$ cat config.mk
export PLATFORM = sky130hd
export DESIGN_NAME = custom_apb_master_flat
export DESIGN_NICKNAME = d
export VERILOG_FILES = /design/src/rtl/custom_apb_master_if.sv /design/src/rtl/custom_apb_master.sv /design/src/flat_wrapper.sv
export SDC_FILE = /design/constraint.sdc
export NUM_CORES = 1
export LEC_CHECK = 0
export BUFFER_PORTS_ARGS = -buffer_cell sky130_fd_sc_hd__buf_2
export CAP_MARGIN = 0
export CELL_PAD_IN_SITES_DETAIL_PLACEMENT = 0
export CELL_PAD_IN_SITES_GLOBAL_PLACEMENT = 2
export CORE_ASPECT_RATIO = 1.1
export CORE_MARGIN = 4
export CORE_UTILIZATION = 29
export DETAILED_ROUTE_END_ITERATION = 8
export GPL_TIMING_DRIVEN = 0
export HOLD_SLACK_MARGIN = 0.06
export PLACE_DENSITY = 0.79
export SYNTH_ARGS = -nofsm -noshare
export SYNTH_HDL_FRONTEND = slang
export SYNTH_SLANG_ARGS = --single-unit
$ cat constraint.sdc
create_clock -name PCLK -period 3.05 [get_ports PCLK]
set_clock_uncertainty 0.1 [all_clocks]
set_input_delay 0 -clock PCLK [delete_from_list [all_inputs] [get_ports PCLK]]
set_output_delay 0 -clock PCLK [all_outputs]
set_load 0.01 [all_outputs]
$ cat src/rtl/custom_apb_master_if.sv
// rtl/custom_apb_master_if.sv - command/response and APB3 signal bundle for custom_apb_master
//
// Purpose : groups the requester-side command/response handshake and the APB3
//           bus of custom_apb_master into one interface.
// Modports:
//   master - the APB initiator (custom_apb_master): consumes commands and
//            slave responses, drives cmd_ready, rsp_* and the APB controls.
//   slave  - the environment: the command issuer plus the APB peripheral.
// Signals :
//   cmd_valid/cmd_ready/cmd_addr/cmd_write/cmd_wdata - command request
//   rsp_valid/rsp_rdata/rsp_err                      - per-transfer response
//   PSEL/PENABLE/PWRITE/PADDR/PWDATA                 - APB request
//   PRDATA/PREADY/PSLVERR                            - APB completion
interface custom_apb_master_if #(
  parameter int ADDRWIDTH = 12
);
  logic                 cmd_valid;
  logic                 cmd_ready;
  logic [ADDRWIDTH-1:0] cmd_addr;
  logic                 cmd_write;
  logic [31:0]          cmd_wdata;

  logic                 rsp_valid;
  logic [31:0]          rsp_rdata;
  logic                 rsp_err;

  logic                 PSEL;
  logic                 PENABLE;
  logic                 PWRITE;
  logic [ADDRWIDTH-1:0] PADDR;
  logic [31:0]          PWDATA;
  logic [31:0]          PRDATA;
  logic                 PREADY;
  logic                 PSLVERR;

  modport master (
    input  cmd_valid, cmd_addr, cmd_write, cmd_wdata,
    input  PRDATA, PREADY, PSLVERR,
    output cmd_ready, rsp_valid, rsp_rdata, rsp_err,
    output PSEL, PENABLE, PWRITE, PADDR, PWDATA
  );

  modport slave (
    output cmd_valid, cmd_addr, cmd_write, cmd_wdata,
    output PRDATA, PREADY, PSLVERR,
    input  cmd_ready, rsp_valid, rsp_rdata, rsp_err,
    input  PSEL, PENABLE, PWRITE, PADDR, PWDATA
  );
endinterface

$ cat src/rtl/custom_apb_master.sv
// rtl/custom_apb_master.sv - APB3 initiator converting valid/ready commands into APB transfers
//
// Purpose : accepts one command at a time, runs the APB SETUP/ACCESS sequence
//           with wait-state support, and returns a one-cycle response pulse
//           carrying read data and error status.
// Ports   :
//   PCLK    - clock, all logic on the rising edge
//   PRESET  - synchronous active-high reset
//   bus     - custom_apb_master_if.master (command, response and APB signals)
// Params  :
//   ADDRWIDTH      - width of cmd_addr / PADDR
//   TIMEOUT_CYCLES - PREADY-low ACCESS cycles tolerated before abort (>= 1)
// Option  : APB_MASTER_TIMEOUT_EN - when defined, a stalled ACCESS phase is
//           aborted after TIMEOUT_CYCLES cycles and reported with rsp_err=1.
module custom_apb_master #(
  parameter int ADDRWIDTH      = 12,
  parameter int TIMEOUT_CYCLES = 256
) (
  input  logic                 PCLK,
  input  logic                 PRESET,
  custom_apb_master_if.master  bus
);

  if (TIMEOUT_CYCLES < 1) begin : g_bad_timeout
    $error("custom_apb_master: TIMEOUT_CYCLES must be >= 1");
  end

  typedef enum logic [1:0] {
    IDLE   = 2'd0,
    SETUP  = 2'd1,
    ACCESS = 2'd2
  } state_t;

  state_t               r_state;
  state_t               w_next_state;
  logic [ADDRWIDTH-1:0] r_paddr;
  logic                 r_pwrite;
  logic [31:0]          r_pwdata;
  logic                 r_rsp_valid;
  logic [31:0]          r_rsp_rdata;
  logic                 r_rsp_err;

  logic w_timeout;
  logic w_complete;
  logic w_cmd_ready;
  logic w_accept;

`ifdef APB_MASTER_TIMEOUT_EN
  localparam int CNT_W = $clog2(TIMEOUT_CYCLES + 1);

  logic [CNT_W-1:0] r_wait_cnt;

  // r_wait_cnt holds the PREADY-low cycles already spent in this ACCESS
  // phase, so the abort fires in the TIMEOUT_CYCLES-th stalled cycle.
  assign w_timeout = (r_state == ACCESS) && !bus.PREADY &&
                     (r_wait_cnt == CNT_W'(TIMEOUT_CYCLES - 1));

  // Held at zero outside ACCESS, so every entry into ACCESS starts fresh,
  // including back-to-back transfers that pass through SETUP.
  always_ff @(posedge PCLK) begin
    if (PRESET) begin
      r_wait_cnt <= '0;
    end else if (r_state != ACCESS) begin
      r_wait_cnt <= '0;
    end else if (!bus.PREADY) begin
      r_wait_cnt <= r_wait_cnt + 1'b1;
    end
  end
`else
  assign w_timeout = 1'b0;
`endif

  // PREADY wins over a coincident timeout because the abort term requires
  // PREADY low.
  assign w_complete  = (r_state == ACCESS) && (bus.PREADY || w_timeout);
  assign w_cmd_ready = !PRESET && ((r_state == IDLE) || w_complete);
  assign w_accept    = bus.cmd_valid && w_cmd_ready;

  always_comb begin
    w_next_state = r_state;
    case (r_state)
      IDLE: begin
        if (w_accept) w_next_state = SETUP;
      end
      SETUP: begin
        w_next_state = ACCESS;
      end
      ACCESS: begin
        if (w_complete) w_next_state = w_accept ? SETUP : IDLE;
      end
      default: begin
        w_next_state = IDLE;
      end
    endcase
  end

  always_ff @(posedge PCLK) begin
    if (PRESET) begin
      r_state <= IDLE;
    end else begin
      r_state <= w_next_state;
    end
  end

  // Address/data registers only load on accept, so they stay stable from
  // SETUP through the last ACCESS cycle and keep their value in IDLE.
  always_ff @(posedge PCLK) begin
    if (PRESET) begin
      r_paddr  <= '0;
      r_pwrite <= 1'b0;
      r_pwdata <= '0;
    end else if (w_accept) begin
      r_paddr  <= bus.cmd_addr;
      r_pwrite <= bus.cmd_write;
      r_pwdata <= bus.cmd_wdata;
    end
  end

  // Response capture. A timeout abort is the only completion with PREADY
  // low, so PREADY selects between slave status and the abort result.
  always_ff @(posedge PCLK) begin
    if (PRESET) begin
      r_rsp_valid <= 1'b0;
      r_rsp_rdata <= '0;
      r_rsp_err   <= 1'b0;
    end else begin
      r_rsp_valid <= w_complete;
      if (w_complete) begin
        r_rsp_rdata <= (bus.PREADY && !r_pwrite) ? bus.PRDATA : 32'd0;
        r_rsp_err   <= bus.PREADY ? bus.PSLVERR : 1'b1;
      end
    end
  end

  assign bus.cmd_ready = w_cmd_ready;
  assign bus.rsp_valid = r_rsp_valid;
  assign bus.rsp_rdata = r_rsp_rdata;
  assign bus.rsp_err   = r_rsp_err;
  assign bus.PSEL      = (r_state == SETUP) || (r_state == ACCESS);
  assign bus.PENABLE   = (r_state == ACCESS);
  assign bus.PWRITE    = r_pwrite;
  assign bus.PADDR     = r_paddr;
  assign bus.PWDATA    = r_pwdata;

endmodule

$ cat src/flat_wrapper.sv
// flat-port wrapper written by rule: the top's interface ports become plain ports
module custom_apb_master_flat 
#(
  parameter int ADDRWIDTH      = 12,
  parameter int TIMEOUT_CYCLES = 256
)
  (PCLK, PRESET, bus_cmd_valid, bus_cmd_addr, bus_cmd_write, bus_cmd_wdata, bus_PRDATA, bus_PREADY, bus_PSLVERR, bus_cmd_ready, bus_rsp_valid, bus_rsp_rdata, bus_rsp_err, bus_PSEL, bus_PENABLE, bus_PWRITE, bus_PADDR, bus_PWDATA);
  custom_apb_master_if #(.ADDRWIDTH(ADDRWIDTH)) bus_i ();
  input  logic PCLK;
  input  logic PRESET;
  input wire logic [$bits(bus_i.cmd_valid)-1:0] bus_cmd_valid;
  input wire logic [$bits(bus_i.cmd_addr)-1:0] bus_cmd_addr;
  input wire logic [$bits(bus_i.cmd_write)-1:0] bus_cmd_write;
  input wire logic [$bits(bus_i.cmd_wdata)-1:0] bus_cmd_wdata;
  input wire logic [$bits(bus_i.PRDATA)-1:0] bus_PRDATA;
  input wire logic [$bits(bus_i.PREADY)-1:0] bus_PREADY;
  input wire logic [$bits(bus_i.PSLVERR)-1:0] bus_PSLVERR;
  output wire logic [$bits(bus_i.cmd_ready)-1:0] bus_cmd_ready;
  output wire logic [$bits(bus_i.rsp_valid)-1:0] bus_rsp_valid;
  output wire logic [$bits(bus_i.rsp_rdata)-1:0] bus_rsp_rdata;
  output wire logic [$bits(bus_i.rsp_err)-1:0] bus_rsp_err;
  output wire logic [$bits(bus_i.PSEL)-1:0] bus_PSEL;
  output wire logic [$bits(bus_i.PENABLE)-1:0] bus_PENABLE;
  output wire logic [$bits(bus_i.PWRITE)-1:0] bus_PWRITE;
  output wire logic [$bits(bus_i.PADDR)-1:0] bus_PADDR;
  output wire logic [$bits(bus_i.PWDATA)-1:0] bus_PWDATA;
  assign bus_i.cmd_valid = bus_cmd_valid;
  assign bus_i.cmd_addr = bus_cmd_addr;
  assign bus_i.cmd_write = bus_cmd_write;
  assign bus_i.cmd_wdata = bus_cmd_wdata;
  assign bus_i.PRDATA = bus_PRDATA;
  assign bus_i.PREADY = bus_PREADY;
  assign bus_i.PSLVERR = bus_PSLVERR;
  assign bus_cmd_ready = bus_i.cmd_ready;
  assign bus_rsp_valid = bus_i.rsp_valid;
  assign bus_rsp_rdata = bus_i.rsp_rdata;
  assign bus_rsp_err = bus_i.rsp_err;
  assign bus_PSEL = bus_i.PSEL;
  assign bus_PENABLE = bus_i.PENABLE;
  assign bus_PWRITE = bus_i.PWRITE;
  assign bus_PADDR = bus_i.PADDR;
  assign bus_PWDATA = bus_i.PWDATA;
  custom_apb_master #(.ADDRWIDTH(ADDRWIDTH), .TIMEOUT_CYCLES(TIMEOUT_CYCLES)) u_core (.PCLK(PCLK), .PRESET(PRESET), .bus(bus_i));
endmodule
== Word level (Yosys, flattened, before mapping) ==
Cells that the tools add are included.

* Flip-flop bits (word level): 81
* Output and inout port bits: 82
* Word-level logic and storage cells: 27
* Input bits: 82

* Reductions and logical operators: 10
* Equality and inequality tests: 4
* Muxes and demuxes: 6

{| class="wikitable"
|+ Operators by type and width
! cell !! number
|-
| two-way mux 32 bit || 1
|-
| case mux 2 bit (3 select lines) || 1
|-
| logical AND 1 bit || 4
|-
| two-way mux 2 bit || 2
|-
| inequality test 2 x 1 -> 1 bit, second input constant || 2
|-
| == test 2 x 1 -> 1 bit, second input constant || 1
|-
| == test 2 bit, second input constant || 1
|-
| zero test 1 bit || 2
|-
| zero test 2 bit || 1
|-
| logical OR 1 bit || 2
|-
| two-way mux 1 bit || 2
|-
| AND reduction 2 bit || 1
|}

== Longest topological paths before layout ==
* Word-level depth: 8
* Gate-level depth with buffers: 8
* Mapped depth without buffers: 5

== Least setup slack after synthesis ==
No wires, ideal clock.

* Kind: reg2reg
* Start point: register u_core.r_state[0]
* End point: register u_core.r_paddr[0], in the netlist u_core.bus.PADDR[0]
* Setup time: 0.121 ns
* Data arrival time: 1.616 ns
* Period minus slack after synthesis: 1.837 ns
* Cell stages (with the launch flop): 9
* Required time: 2.829 ns
* Slack: 1.213 ns
* Buffers on the path: 3
* Cell sequence: dfxtp_1 inv_1 ha_1 buf_4 a21oi_4 nor3b_2 buf_6 buf_12 mux2_4

* Longest elaborated chain between the ends: 5
* Elaborated cells between the ends (all ways): 6
* Classes of those cells: eq/ne: 1; reduce/logical: 5

{| class="wikitable"
|+ RTL lines
! item !! line !! source
|-
| from (decl) || custom_apb_master.sv:34 || <nowiki>state_t r_state;</nowiki>
|-
| from (signal assigned) || custom_apb_master.sv:101 || <nowiki>r_state <= w_next_state;</nowiki>
|-
| == test 2 bit || -- ||
|-
| named net bus_PENABLE || flat_wrapper.sv:23 || <nowiki>output wire logic [$bits(bus_i.PENABLE)-1:0] bus_PENABLE;</nowiki>
|-
| logical AND 1 bit || custom_apb_master.sv:75 || <nowiki>assign w_complete = (r_state == ACCESS) && (bus.PREADY || w_timeout);</nowiki>
|-
| logical OR 1 bit || custom_apb_master.sv:76 || <nowiki>assign w_cmd_ready = !PRESET && ((r_state == IDLE) || w_complete);</nowiki>
|-
| logical AND 1 bit || custom_apb_master.sv:76 ||
|-
| logical AND 1 bit || custom_apb_master.sv:77 || <nowiki>assign w_accept = bus.cmd_valid && w_cmd_ready;</nowiki>
|-
| to (signal assigned) || custom_apb_master.sv:113 || <nowiki>r_paddr <= bus.cmd_addr;</nowiki>
|-
| to (decl) || custom_apb_master.sv:36 || <nowiki>logic [ADDRWIDTH-1:0] r_paddr;</nowiki>
|}

The timed path passes the listed nets, and every way through them passes these cells.
A chain may end at the register's enable or synchronous reset.

== Worst setup path in the final report ==
* Start point: register u_core.r_state[0]
* End point: register u_core.r_rsp_rdata[0], in the netlist u_core.bus.rsp_rdata[0]

* Longest elaborated chain between the ends: 2

{| class="wikitable"
|+ RTL lines
! item !! line !! source
|-
| == test 2 bit || custom_apb_master.sv:75 ||
|-
| logical AND 1 bit || custom_apb_master.sv:75 ||
|-
| to (signal assigned) || custom_apb_master.sv:129 || <nowiki>r_rsp_rdata <= (bus.PREADY && !r_pwrite) ? bus.PRDATA : 32'd0;</nowiki>
|-
| to (decl) || custom_apb_master.sv:40 || <nowiki>logic [31:0] r_rsp_rdata;</nowiki>
|}

Every way passes these cells.

==> impl_metrics.json <==
{
  "status": "finished, final reports clean",
  "rsz0062_at_grt": "false",
  "ys_ff_latch": 81,
  "seq_area_frac_synth_pct": 46.2,
  "worst_pin_slew_ns": 0.484,
  "max-vdd-ir-drop_uv": 239,
  "pre_cts_slack_ns": 1.11,
  "numCtsBuffers": 9,
  "dieWidth_um": 113,
  "grt_overflow": 0,
  "period_needed_ns": 2.39,
  "crit_fanout": 10,
  "critPathKind": "register to register",
  "slew_viol_final": 0,
  "cts_tree": "built",
  "slowest_delay_ns": 0.57,
  "drt_iter0_drc": 218,
  "portBuffers": 162,
  "p_total_w": 0.00299,
  "postLayoutSetupSlackWorst_ns": 0.663,
  "synthTopCellsByArea": "dfxtp_1 (46%), mux2_4 (17%), nand4b_1 (8.0%)",
  "grt_max_degree": 13,
  "drc": 0,
  "leakage_nw": 2.60,
  "grt_usage_pct": 14.8,
  "synthesis.nets": 405,
  "nets": 664,
  "drive_gt1_share_pct": 40.4,
  "drv_cap": 0,
  "fmax_mhz": 419,
  "synth_cell_type_count": 24,
  "dr.pass1.iters": 4,
  "cpMostUsedCell": "dlygate4sd3_1",
  "cp_cell_sequence": "inv_1 -> ha_1 -> buf_4 -> nand4b_1 -> dlygate4sd3_1 -> a21oi_1 -> dlygate4sd3_1",
  "finalSetupTns_ns": 0,
  "syn_inst": 319,
  "clk_pin_slew_ns": 0.06,
  "antenna_cells": 0,
  "final-setup-viol-count": 0,
  "postRouteAntennaNets": 0,
  "grt_pass1_wl_um": 16600,
  "cp_top_family": "buffers and inverters",
  "synth_warnings": 0,
  "drt-vias-per-instance": 4.46,
  "area_growth_pct": 61.1,
  "core_um2": 11600,
  "period_share_pct": 78.2,
  "vias": 3258,
  "synth_top_cell_area_share_pct": 46.2,
  "rows": 41,
  "chipHeight_um": 123,
  "cts_root_buf": "clkbuf_16",
  "place.gp.congestion": 0.723,
  "cp-end-kind": "register",
  "grt_pass1_vias": 3403,
  "clkLatencyLatePin_ns": 0.33,
  "clockBufferDepth": 2,
  "initial_utilization_pct": 30.2,
  "worstPathArrival_ns": 2.49,
  "hold_class": "input pin to register",
  "clock-sinks": 81,
  "wl_per_cell_um": 14.1,
  "reg2reg_slack_ns": 0.66,
  "synth_area_leader_cell": "dfxtp_1",
  "ios": 164,
  "max_slew_margin_pct": 67.8,
  "dpl.hpwl_um": 7180,
  "crit_required_ns": 3.16,
  "htree_levels": 3,
  "syn_area_um2": 3510,
  "startpoint_type": "register",
  "routed_wirelength_um": 10300,
  "power_density_nw_per_um2": 528,
  "antenna_found_initial": 0,
  "finalHoldViolations": 0,
  "cp_slowest_cell": "dlygate4sd3_1",
  "die_area_um2": 13900,
  "synth.avg_cell_area_um2": 11.0,
  "cp_num_buf_inv": 4
}
==> tightest hold or removal path, delay by kind of cell <==
| kind | cells | cell delay, ns |
|---|---|---|
| AO/OA/AOI/OAI | 1 | 0.06 |
| buffers and inverters | 1 | 0.12 |
| AND/OR/NAND/NOR | 2 | 0.26 |
==> cells in the final DEF, fill, tap and decap left out, types with 5 or more instances in the layout <==
cell	instances
buf_2	167
dlygate4sd3_1	86
dfxtp_1	81
mux2_4	40
nand2_1	35
a21oi_1	35
nor2b_1	33
nand4b_1	32
clkbuf_1	16
and2b_1	12
clkbuf_16	9
mux2_2	5
==> per-stage QoR <==
| step | instances | cell area, um^2 | utilization (%) | hold WS, ns |
|---|---|---|---|---|
| finish | 731 | 5660 | 48.6 | 0.0683 |
| global route | 731 | 5660 | 48.6 | 0.110 |
| CTS | 731 | 5660 | 48.6 | 0.0666 |
| detailed placement | 631 | 4510 | 38.7 | 0.130 |
| global placement | 631 | 4510 | 38.7 | 0.126 |
| floorplan | 319 | 3510 | - | 0.0429 |
==> sequential cells by signal, indices dropped and copies added (netlist names) <==
register              count
u_core.bus.PWDATA        32
u_core.bus.rsp_rdata     32
u_core.bus.PADDR         12
u_core.r_state            2
u_core.bus.PWRITE         1
u_core.bus.rsp_err        1
u_core.bus.rsp_valid      1
==> synthesized netlist by cell type <==
library cell / instances
a311oi_1: 1
nand3_1: 2
nand2b_1: 2
a21oi_1: 35
nand4bb_1: 1
nand3b_1: 1
buf_6: 2
nor2b_1: 33
mux2_2: 5
nand2_1: 35
nor2_1: 2
nor3b_2: 1
nand4b_1: 32
clkbuf_1: 15
mux2_4: 40
and2b_1: 12
buf_4: 2
ha_1: 4
dfxtp_1: 81
inv_1: 2
a21oi_4: 1
buf_12: 4
buf_2: 5
a21o_1: 1
==> power breakdown <==
part,switching [W],internal (W)
registers,0.0000532,0.00116
logic,0.000309,0.000415
clock network,0.000404,0.000646
==> layout make-up <==
type	count	area, um^2
clock buffer	11	243
timing repair buffer	248	1670
sequential	81	1620
tap	150	188
fill	1076	5990
multi-input combinational	208	1680
buffer	28	199
clock inverter	3	42.5
inverter	2	7.51
==> final timing paths <==
check	to	cells after the start	startpoint
max	u_core.bus.rsp_rdata[0]	7	u_core.r_state[0]
min	u_core.bus.rsp_rdata[31]	4	bus_PREADY
max reg2reg	u_core.bus.rsp_rdata[0]	7	u_core.r_state[0]
min reg2reg	u_core.bus.rsp_rdata[11]	2	u_core.bus.rsp_rdata[11]
==> repair_timing <==
item | 4_1_cts | 5_1_grt
hold buffers | 86 | 0
gates resized for setup | 0 | 0
setup buffers | 0 | 0
endpoints found under the hold margin | 80 | 0
==> logic make-up (layout without fill, tap and decap cells) <==
kind of cell             after synthesis  in the layout  synth area share [%]
AO/OA/AOI/OAI                         38             38                  5.91
adder cells (fa/ha/maj)                4              4                  1.43
buffers and inverters                 30            292                  5.88
flip-flops                            81             81                  46.2
multiplexers                          45             45                  18.7
AND/OR/NAND/NOR                      121            121                  21.9
==> per-layer routing <==
layer	global-route usage, %	vias to the layer above	wire (um)
li1	-	1611	-
met5	0	-	0
met4	5.03	0	159
met1	17.7	1496	4440
met2	24.7	137	4720
met3	5.53	14	989
Power figures use the tool's default switching activity.
